`src/rtl/gfx_dma_queue.sv`:
```
// gfx_dma_queue: CPU-staged blit descriptor FIFO replayed onto the DMA register port
module gfx_dma_queue #(
    parameter int DEPTH = 4,
    parameter int WE_CYCLES = 2,
    parameter int ACK_TIMEOUT = 64
) (
    input  logic                   i_clk,
    input  logic                   i_rst,
    input  logic                   i_ce_b,
    input  logic                   i_we_b,
    input  logic [3:0]             i_addr,
    input  logic [7:0]             i_data,
    output logic                   o_dma_ce_b,
    output logic                   o_dma_we_b,
    output logic [2:0]             o_dma_addr,
    output logic [7:0]             o_dma_data,
    input  logic                   i_dma_active,
    output logic [$clog2(DEPTH):0] o_level,
    output logic                   o_empty,
    output logic                   o_full,
    output logic                   o_busy,
    output logic                   o_overflow,
    output logic                   o_timeout
);
    localparam int AW = $clog2(DEPTH);
    localparam int CW = $clog2(ACK_TIMEOUT + WE_CYCLES) + 1;
    typedef enum logic [2:0] {IDLE, SETUP, STROBE, HOLD, WAIT_ACK, WAIT_DONE} state_t;
    state_t state, state_n;
    logic we_b_q;
    logic [7:0] staging [8];
    logic [63:0] mem [DEPTH];
    logic [AW-1:0] wr_ptr, rd_ptr;
    logic [AW:0] level;
    logic [63:0] desc;
    logic [2:0] idx;
    logic [CW-1:0] cnt;
    logic overflow, timeout;
    logic accept, push, push_ok, flush, clr, pop, tmo_hit;
    assign accept = !i_ce_b && i_we_b && !we_b_q;
    assign push = accept && i_addr == 4'd7;
    assign push_ok = push && !o_full;
    assign flush = accept && i_addr == 4'd8 && i_data[1];
    assign clr = accept && i_addr == 4'd8 && i_data[0];
    assign pop = state == IDLE && !o_empty && !i_dma_active;
    assign tmo_hit = state == WAIT_ACK && !i_dma_active && cnt == CW'(ACK_TIMEOUT - 1);
    assign o_level = level;
    assign o_empty = level == '0;
    assign o_full = level == (AW+1)'(DEPTH);
    assign o_busy = state != IDLE;
    assign o_overflow = overflow;
    assign o_timeout = timeout;
    assign o_dma_ce_b = !(state inside {SETUP, STROBE, HOLD});
    assign o_dma_we_b = state != STROBE;
    assign o_dma_addr = idx;
    assign o_dma_data = desc[{idx, 3'b000} +: 8];
    always_comb begin
        state_n = state;
        case (state)
            IDLE:      state_n = pop ? SETUP : IDLE;
            SETUP:     state_n = STROBE;
            STROBE:    state_n = cnt == CW'(WE_CYCLES - 1) ? HOLD : STROBE;
            HOLD:      state_n = idx == 3'd7 ? WAIT_ACK : SETUP;
            WAIT_ACK:  state_n = i_dma_active ? WAIT_DONE : (tmo_hit ? IDLE : WAIT_ACK);
            WAIT_DONE: state_n = i_dma_active ? WAIT_DONE : IDLE;
            default:   state_n = IDLE;
        endcase
    end
    always_ff @(posedge i_clk) begin
        if (i_rst) begin
            state <= IDLE;
            we_b_q <= 1'b1;
            for (int i = 0; i < 8; i++) staging[i] <= '0;
            for (int i = 0; i < DEPTH; i++) mem[i] <= '0;
            wr_ptr <= '0;
            rd_ptr <= '0;
            level <= '0;
            desc <= '0;
            idx <= '0;
            cnt <= '0;
            overflow <= 1'b0;
            timeout <= 1'b0;
        end else begin
            state <= state_n;
            we_b_q <= i_we_b;
            cnt <= state_n != state ? '0 : cnt + 1'b1;
            if (accept && !i_addr[3]) staging[i_addr[2:0]] <= i_data;
            if (push_ok) begin
                mem[wr_ptr] <= {i_data, staging[6], staging[5], staging[4],
                                staging[3], staging[2], staging[1], staging[0]};
                wr_ptr <= wr_ptr + 1'b1;
            end
            if (flush) begin
                level <= '0;
                rd_ptr <= wr_ptr;
            end else begin
                level <= level + (AW+1)'(push_ok) - (AW+1)'(pop);
                if (pop) rd_ptr <= rd_ptr + 1'b1;
            end
            if (pop) begin
                desc <= mem[rd_ptr];
                idx <= '0;
            end else if (state == HOLD && idx != 3'd7) begin
                idx <= idx + 1'b1;
            end
            overflow <= (overflow && !clr) || (push && o_full);
            timeout <= (timeout && !clr) || tmo_hit;
        end
    end
endmodule

```
`config.mk`:
```
export PLATFORM = sky130hd
export DESIGN_NAME = gfx_dma_queue
export DESIGN_NICKNAME = d
export VERILOG_FILES = /design/src/rtl/gfx_dma_queue.sv
export SDC_FILE = /design/constraint.sdc
export NUM_CORES = 1
export LEC_CHECK = 0
export BUFFER_PORTS_ARGS = -buffer_cell sky130_fd_sc_hd__clkbuf_2
export CELL_PAD_IN_SITES_DETAIL_PLACEMENT = 1
export CELL_PAD_IN_SITES_GLOBAL_PLACEMENT = 1
export CORE_MARGIN = 2
export CORE_UTILIZATION = 48
export DETAILED_ROUTE_END_ITERATION = 8
export PLACE_DENSITY = 0.88
export SLEW_MARGIN = 20
export SYNTH_ARGS = -nofsm -noshare
export SYNTH_HDL_FRONTEND = slang
export SYNTH_SLANG_ARGS = --single-unit
```
`constraint.sdc`:
```
create_clock -name i_clk -period 6.1 [get_ports i_clk]
set_input_delay 1.22 -clock i_clk [delete_from_list [all_inputs] [get_ports i_clk]]
set_output_delay 1.22 -clock i_clk [all_outputs]
set_load 0.02 [all_outputs]
```
==> results of run 1 <==
## stage by stage
step,instance area (µm²),cells,hold WS [ps]
floorplan,17100,1208,433
CTS,19000,1716,461
detailed placement,17600,1637,453
global route,19000,1718,472
finish,19000,1719,458
global placement,17600,1637,438
## final timing paths
path / startpoint / to / slack [ps] / depth (start not counted)
worst max register to register: o_level[2] / o_level[2] / 2870 / 10
worst min register to register: desc[3] / desc[3] / 460 / 2
worst max-delay path: o_dma_addr[1] / o_dma_data[2] / 1940 / 4
worst min-delay path: desc[3] / desc[3] / 460 / 2
## per-layer routing
layer	routed length, µm	track usage, %
met1	16600	28.2
met2	23200	44.0
met3	1970	3.49
met4	1300	8.51
met5	0	0
## registers in the layout (all words and copies together) (netlist names)
name and cells:
cnt 8, state 3, desc 64, rd_ptr 2, o_timeout 1, o_level 3, we_b_q 1, mem 256
wr_ptr 2, o_overflow 1, staging 56, o_dma_addr 3
## cell families after synthesis
family	count (synthesis)	share of synthesized area (%)
muxes	90	11.2
DFF	400	65.1
buffers and inverters	91	2.60
adders and majority gates	7	0.556
AOI/OAI and AO/OA	78	2.44
and+or+nand+nor	529	17.5
xor gates and xnor gates	13	0.666
## layout by cell type (no fill, tap or decap), drive strengths merged, types with 2 or more instances in the layout
master / instances
and2: 312
ha: 6
mux4: 80
nand4: 3
nand2: 139
or2: 10
or3b: 2
clkbuf: 96
mux2: 8
buf: 16
inv: 10
dfxtp: 88
nor2: 16
mux2i: 2
nor3: 11
a211oi: 2
nand2b: 2
and3: 2
edfxtp: 312
nor4: 2
nand3: 5
nor3b: 4
a21oi: 67
xnor2: 10
xor2: 3
clkinv: 15
a31o: 2
nor4b: 7
or3: 3
bufinv: 2
and3b: 5
## cell type report
class,instances,area [µm²],area share (%)
clock buffers,60,1180,6.21
multi-input cells,717,5580,29.3
clock inverters,19,156,0.822
well taps,461,577,3.03
flip-flops and latches,400,11100,58.5
repair buffers,52,353,1.85
inverters,9,33.8,0.178
diodes,1,2.50,0.0132
## power groups by stage
| stage | Sequential (mW) | Combinational, mW | Clock [mW] |
|---|---|---|---|
| after global placement | 3.37 | 1.02 | 0 |
| after detailed placement | 3.40 | 1.05 | 0 |
| after CTS | 3.34 | 1.06 | 2.52 |
| final | 3.34 | 1.06 | 2.50 |
| after global routing | 3.37 | 1.14 | 2.61 |
| after floorplan | 3.23 | 0.859 | 0 |
## worst reg2reg max path: stages, from the launching register on
cell and delay (ps):
sky130_fd_sc_hd__dfxtp_1 450, sky130_fd_sc_hd__nor3b_1 920, sky130_fd_sc_hd__nor3_1 370, sky130_fd_sc_hd__inv_1 140, sky130_fd_sc_hd__ha_1 140, sky130_fd_sc_hd__inv_1 40, sky130_fd_sc_hd__ha_1 180, sky130_fd_sc_hd__fa_1 410
sky130_fd_sc_hd__xnor2_1 150, sky130_fd_sc_hd__xnor2_1 140, sky130_fd_sc_hd__and3b_1 190
==> qor.log, run 1 <==
INFO  power          p_sw_share=27.1%
INFO  clock_network  cts_max_path_buffers=3
INFO  worst_setup_path highest_fanout_seen_on_the_critical_path=10
INFO  power          total_power=6.89mW
INFO  sta            worst_slack=1940ps
INFO  job            timing.max_cap.violations=0
INFO  sta            period_minus_slack=4160ps
INFO  floorplan      ios=38
INFO  sta            slew_violations=0
INFO  synth          yosys_warnings=0
INFO  routing        ant_nets=0
INFO  power          vdd_drop_max=0.255mV
INFO  floorplan      core=0.0353mm²
INFO  floorplan      floorplan.die.height=193µm
INFO  synth          post_synth_main_area_contributors=sky130_fd_sc_hd__edfxtp_1 (55%), sky130_fd_sc_hd__and2_1 (11%), sky130_fd_sc_hd__mux4_2 (11%), sky130_fd_sc_hd__dfxtp_1 (10%), sky130_fd_sc_hd__nand2_1 (3.1%)
INFO  routing        post_detailed_route_via_to_cell_ratio=5.73
INFO  global_routing globalRoute.totalOverflow=0
INFO  global_routing grt_pass1_wl=65.1mm
INFO  floorplan      placementRows=69
INFO  final_layout   layout.core_utilization=53.9%
INFO  routing        total_detailed_routing_wirelength=43.1mm
INFO  floorplan      die_x=193µm
INFO  clock_network  post_cts.repair.setup_buffers=0
INFO  placement      portBuffers=37
INFO  status         outcome=finished, final reports clean
INFO  final_layout   drive_above_1_share=17.9%
INFO  synth          edff_count_synth=312
INFO  worst_setup_path criticalPathCategory=reg2out
INFO  worst_setup_path critPathArrivalTime=2940ps
INFO  synth          syn_area_per_cell=14.2µm²
INFO  sta            max_freq=241MHz
INFO  synth          synth.net_count=1,232
INFO  clock_network  clock_tree.root_cell=sky130_fd_sc_hd__clkbuf_16
INFO  routing        drt-initial-drc-count=750
INFO  clock_network  cts-resized-gates=0
INFO  worst_setup_path timing.critical_path.from_type=flop
INFO  global_routing grt_start_max_net_pins=69
INFO  routing        dr_total_vias=9,850
INFO  worst_setup_path slowest_delay=860ps
INFO  sta            finalSetupViolCount=0
INFO  power          p_clk_share=36.2%
INFO  floorplan      die-area=0.0372mm²
INFO  synth          post_synth_most_frequent_cells=sky130_fd_sc_hd__and2_1 (312), sky130_fd_sc_hd__edfxtp_1 (312), sky130_fd_sc_hd__nand2_1 (139)
INFO  sta            final_min_period_over_clock_period=68.1%
INFO  floorplan      initial_utilization=48.4%
INFO  sta            worst_slew_margin_relative_to_its_limit=25.9%
INFO  power          p_comb_share=15.3%
INFO  routing        detailedRoute.firstPassIterationCount=5
INFO  power          internal_power_of_the_cells=5.02mW
INFO  placement      place.gp.congestion=0.728
INFO  worst_setup_path worst-path-buf-inv=2
INFO  worst_setup_path worst-endpoint-required=4880ps
INFO  synth          number_of_register_bits_inferred_by_synthesis=400
INFO  clock_network  ctsHtreeMaxLevel=2
INFO  global_routing initial_antenna_violation_count=0
INFO  placement      place.detailed.hpwl=25.0mm
INFO  global_routing grt_util_all_layers=23.9%
INFO  sta            worst_slew_pin_slew=1110ps
INFO  sta            rsz0062_at_grt=no
INFO  worst_setup_path worstPathCellList=buf_4 -> mux4_2 -> mux2_2 -> clkbuf_2
INFO  clock_network  numClockSinks=400
INFO  routing        routed_wire_length_per_instance=25.1µm
INFO  final_layout   fillCellCount=3,385
INFO  routing        remaining_drc_errors=0
INFO  synth          synth.cell_area=0.0171mm²
INFO  clock_network  tritoncts.num_buffers=43
INFO  power          power_frac_seq=48.4%
INFO  sta            finClkSkew=25.4ps
INFO  hold_path      worst_hold_path_type=reg2reg
INFO  synth          synth_ff_type=sky130_fd_sc_hd__edfxtp_1
INFO  global_routing vias_in_the_first_global_route=10.9k
INFO  synth          area_share_of_the_largest_cell_type_after_synthesis=54.8%
INFO  power          power.net_switching=1.87mW
INFO  worst_setup_path end_kind=output port
INFO  final_layout   num-nets-final=1,247
INFO  synth          async_flop_share=0%
INFO  clock_network  tritoncts=built
INFO  worst_setup_path cpMaxStageDelayCell=sky130_fd_sc_hd__dfxtp_1
INFO  power          power_per_cell_area=362mW/mm²
INFO  sta            hold_viol=0
INFO  synth          synth.yosys.seq_area_share=65.1%
INFO  synth          post_synth_num_cell_types=51
INFO  worst_setup_path worst_path_dominant_cell_family=multiplexers
INFO  power          total_leakage_power=6.77nW
INFO  clock_network  clk-insertion-delay-late=540ps
INFO  placement      worst_setup_slack_after_placement=1910ps
INFO  synth          synthDominantAreaCellType=sky130_fd_sc_hd__edfxtp_1
INFO  clock_network  clk_pin_slew=60ps
INFO  synth          netlist_instances=1,208
INFO  final_layout   synthToLayoutAreaGrowth=11.3%
INFO  sta            sum_of_negative_setup_slack=0ps
INFO  clock_network  cts_hold_buf=0
(Power assumes the default switching activity.)
==> inputs of run 2 (changes only) <==
==> constraint.sdc (replaced) <==
create_clock -name i_clk -period 3.4 [get_ports i_clk]
set_input_delay 0.68 -clock i_clk [delete_from_list [all_inputs] [get_ports i_clk]]
set_output_delay 0.68 -clock i_clk [all_outputs]
set_load 0.02 [all_outputs]
==> run 2 against run 1 <==
Against the previous run:
- clock skew shrank 12 ps
- total power is 88% higher
- wire length rose by 7.5%
- final cell count increased by 1.5%
- sequential share of layout area is 1.2 points lower
- worst hold slack worse by 94 ps
- via count grew 4.0%
- combinational power increased by 95%
- critical path depth rose by 1
- first-iteration DRC count grew 15%
==> qor.log, run 2 (synthesis results as in run 1) <==
INFO  status         outcome=finished, final reports clean [unchanged]
INFO  global_routing grt_pass1_wl=70.0mm [was 65.1 mm]
INFO  routing        total_detailed_routing_wirelength=46.4mm [was 43.1 mm]
INFO  clock_network  clk_pin_slew=60ps [about the same]
INFO  clock_network  clock_tree.root_cell=sky130_fd_sc_hd__clkbuf_16 [unchanged]
INFO  routing        post_detailed_route_via_to_cell_ratio=5.88 [was 5.73]
INFO  power          internal_power_of_the_cells=9.48mW [was 5.02 mW]
INFO  sta            period_minus_slack=3130ps
INFO  sta            timing.hold.ws=364ps [was 458 ps]
INFO  worst_setup_path highest_fanout_seen_on_the_critical_path=10 [unchanged]
INFO  clock_network  clk-insertion-delay-late=540ps [about the same]
INFO  job            timing.max_cap.violations=0 [unchanged]
INFO  floorplan      ios=38 [unchanged]
INFO  routing        routed_wire_length_per_instance=26.6µm [was 25.1 µm]
INFO  worst_setup_path criticalPathCategory=reg2out [unchanged]
INFO  final_layout   diodes=0 [was 1]
INFO  floorplan      die-area=0.0372mm² [unchanged]
INFO  clock_network  tritoncts.num_buffers=44 [was 43]
INFO  sta            slew_violations=0 [unchanged]
INFO  final_layout   top_reg_by_flops=mem [unchanged]
INFO  floorplan      die_x=193µm [unchanged]
INFO  final_layout   largest_register_ff_count=256 [unchanged]
INFO  final_layout   largestRegisters=mem (256), desc (64), staging (56) [unchanged]
INFO  placement      place.detailed.hpwl=27.0mm [was 25.0 mm]
INFO  power          power_per_cell_area=669mW/mm² [was 362 mW/mm²]
INFO  power          vdd_drop_max=0.471mV [was 0.255 mV]
INFO  floorplan      floorplan.die.height=193µm [unchanged]
INFO  worst_setup_path end_kind=output port [unchanged]
INFO  floorplan      placementRows=69 [unchanged]
INFO  power          p_clk_share=38.3% [was 36.2%]
INFO  global_routing globalRoute.totalOverflow=0 [unchanged]
INFO  floorplan      core=0.0353mm² [unchanged]
INFO  placement      portBuffers=37 [unchanged]
INFO  power          total_leakage_power=7.01nW [was 6.77 nW]
INFO  routing        dr_total_vias=10.2k [was 9,850]
INFO  final_layout   drive_above_1_share=20.3% [was 17.9%]
INFO  clock_network  post_cts.repair.setup_buffers=0 [unchanged]
INFO  clock_network  tritoncts=built [unchanged]
INFO  clock_network  cts_max_path_buffers=3 [unchanged]
INFO  worst_setup_path worst-endpoint-required=2720ps [was 4880 ps]
INFO  worst_setup_path critPathArrivalTime=2450ps [was 2940 ps]
INFO  sta            rsz0062_at_grt=no [unchanged]
INFO  final_layout   num-nets-final=1,271 [was 1,247]
INFO  sta            finalSetupViolCount=0 [unchanged]
INFO  power          p_comb_share=16.0% [was 15.3%]
INFO  global_routing vias_in_the_first_global_route=11.3k [was 10.9k]
INFO  power          power.net_switching=3.50mW [was 1.87 mW]
INFO  sta            worst_slew_margin_relative_to_its_limit=23.3% [was 25.9%]
INFO  routing        drt-initial-drc-count=861 [was 750]
INFO  sta            hold_viol=0 [unchanged]
INFO  routing        detailedRoute.firstPassIterationCount=5 [unchanged]
INFO  routing        ant_nets=0 [unchanged]
INFO  sta            sum_of_negative_setup_slack=0ps [unchanged]
INFO  global_routing grt_start_max_net_pins=69 [unchanged]
INFO  hold_path      worst_hold_path_type=in2reg [was reg2reg]
INFO  global_routing grt_util_all_layers=25.9% [was 23.9%]
INFO  worst_setup_path timing.critical_path.from_type=flop [unchanged]
INFO  clock_network  cts_hold_buf=0 [unchanged]
INFO  floorplan      initial_utilization=48.4% [unchanged]
INFO  sta            worst_slew_pin_slew=1150ps [was 1110 ps]
INFO  final_layout   commonest_non_fill_non_tap_cells_in_the_layout=sky130_fd_sc_hd__and2_1 (312), sky130_fd_sc_hd__edfxtp_1 (312), sky130_fd_sc_hd__nand2_1 (138) [unchanged]
INFO  clock_network  cts-resized-gates=0 [unchanged]
INFO  sta            max_freq=319MHz
INFO  global_routing initial_antenna_violation_count=2 [was 0]
INFO  sta            final_min_period_over_clock_period=92.2%
INFO  clock_network  numClockSinks=400 [unchanged]
INFO  placement      place.gp.congestion=0.760 [was 0.728]
INFO  power          power_frac_seq=45.7% [was 48.4%]
INFO  final_layout   fillCellCount=3,337 [was 3,385]
INFO  power          p_sw_share=27.0% [was 27.1%]
INFO  clock_network  ctsHtreeMaxLevel=2 [unchanged]
INFO  final_layout   synthToLayoutAreaGrowth=13.5% [was 11.3%]
INFO  sta            finClkSkew=13.8ps [was 25.4 ps]
INFO  routing        remaining_drc_errors=0 [unchanged]
run 2: changes by cell type in the layout (fill, tap and decap cells not counted), moves of 4 or more:
cell                       previous run  this run
sky130_fd_sc_hd__buf_12               1         7
sky130_fd_sc_hd__buf_4               13        32
sky130_fd_sc_hd__clkbuf_1            14         9
sky130_fd_sc_hd__clkbuf_8             2        10
sky130_fd_sc_hd__clkinv_1             8         2
sky130_fd_sc_hd__clkinv_2             5         9
run 2: stage by stage:
stage | power [mW] | util [%] | setup slack [ps] | cell area, µm² | cells
2_1_floorplan | 7.34 | - | 149 | 17100 | 1208
3_3_place_gp | 7.97 | 50.7 | 230 | 17900 | 1662
3_5_place_dp | 8.08 | 50.7 | 219 | 17900 | 1662
4_1_cts | 13.1 | 55.0 | 275 | 19400 | 1744
5_1_grt | 13.4 | 55.0 | 184 | 19400 | 1744
6_report | 13.0 | 55.0 | 266 | 19400 | 1744
run 2: power groups by stage:
stage | logic, mW | registers [mW] | clock network (mW)
3_3_place_gp | 1.98 | 5.99 | 0
6_report | 2.07 | 5.93 | 4.98
2_1_floorplan | 1.54 | 5.80 | 0
4_1_cts | 2.09 | 5.93 | 5.04
3_5_place_dp | 2.05 | 6.03 | 0
5_1_grt | 2.22 | 5.98 | 5.20
run 2: area by class of cell:
type | count | area [µm²] | area share [%]
clock buffer | 65 | 1320 | 6.81
tap | 461 | 577 | 2.97
timing repair buffer | 75 | 561 | 2.89
inverter | 9 | 33.8 | 0.174
multi-input combinational | 717 | 5580 | 28.8
clock inverter | 17 | 198 | 1.02
sequential | 400 | 11100 | 57.4
run 2: layer usage:
layer  up-vias  global-route usage (%)  routed length, µm
met5         -                       0                  0
met4         0                    10.6               1750
met3       127                    4.75               2830
met2       377                    45.3              24000
met1      5338                    31.5              17800
li1       4406                       -                  -
run 2: path summary, 6_finish.rpt:
kind                               startpoint            end  slack [ps]  cells after the start
worst max register to register         we_b_q     o_level[2]         670                     10
worst max-delay path            o_dma_addr[0]  o_dma_data[3]         270                      5
worst min register to register       desc[59]       desc[59]         460                      2
worst min-delay path                   i_we_b         we_b_q         360                      2
run 2: critical path: stages (launching register included):
cell	delay, ps
sky130_fd_sc_hd__dfxtp_1	410
sky130_fd_sc_hd__buf_4	330
sky130_fd_sc_hd__buf_4	270
sky130_fd_sc_hd__mux4_2	410
sky130_fd_sc_hd__mux2_2	310
sky130_fd_sc_hd__clkbuf_2	170
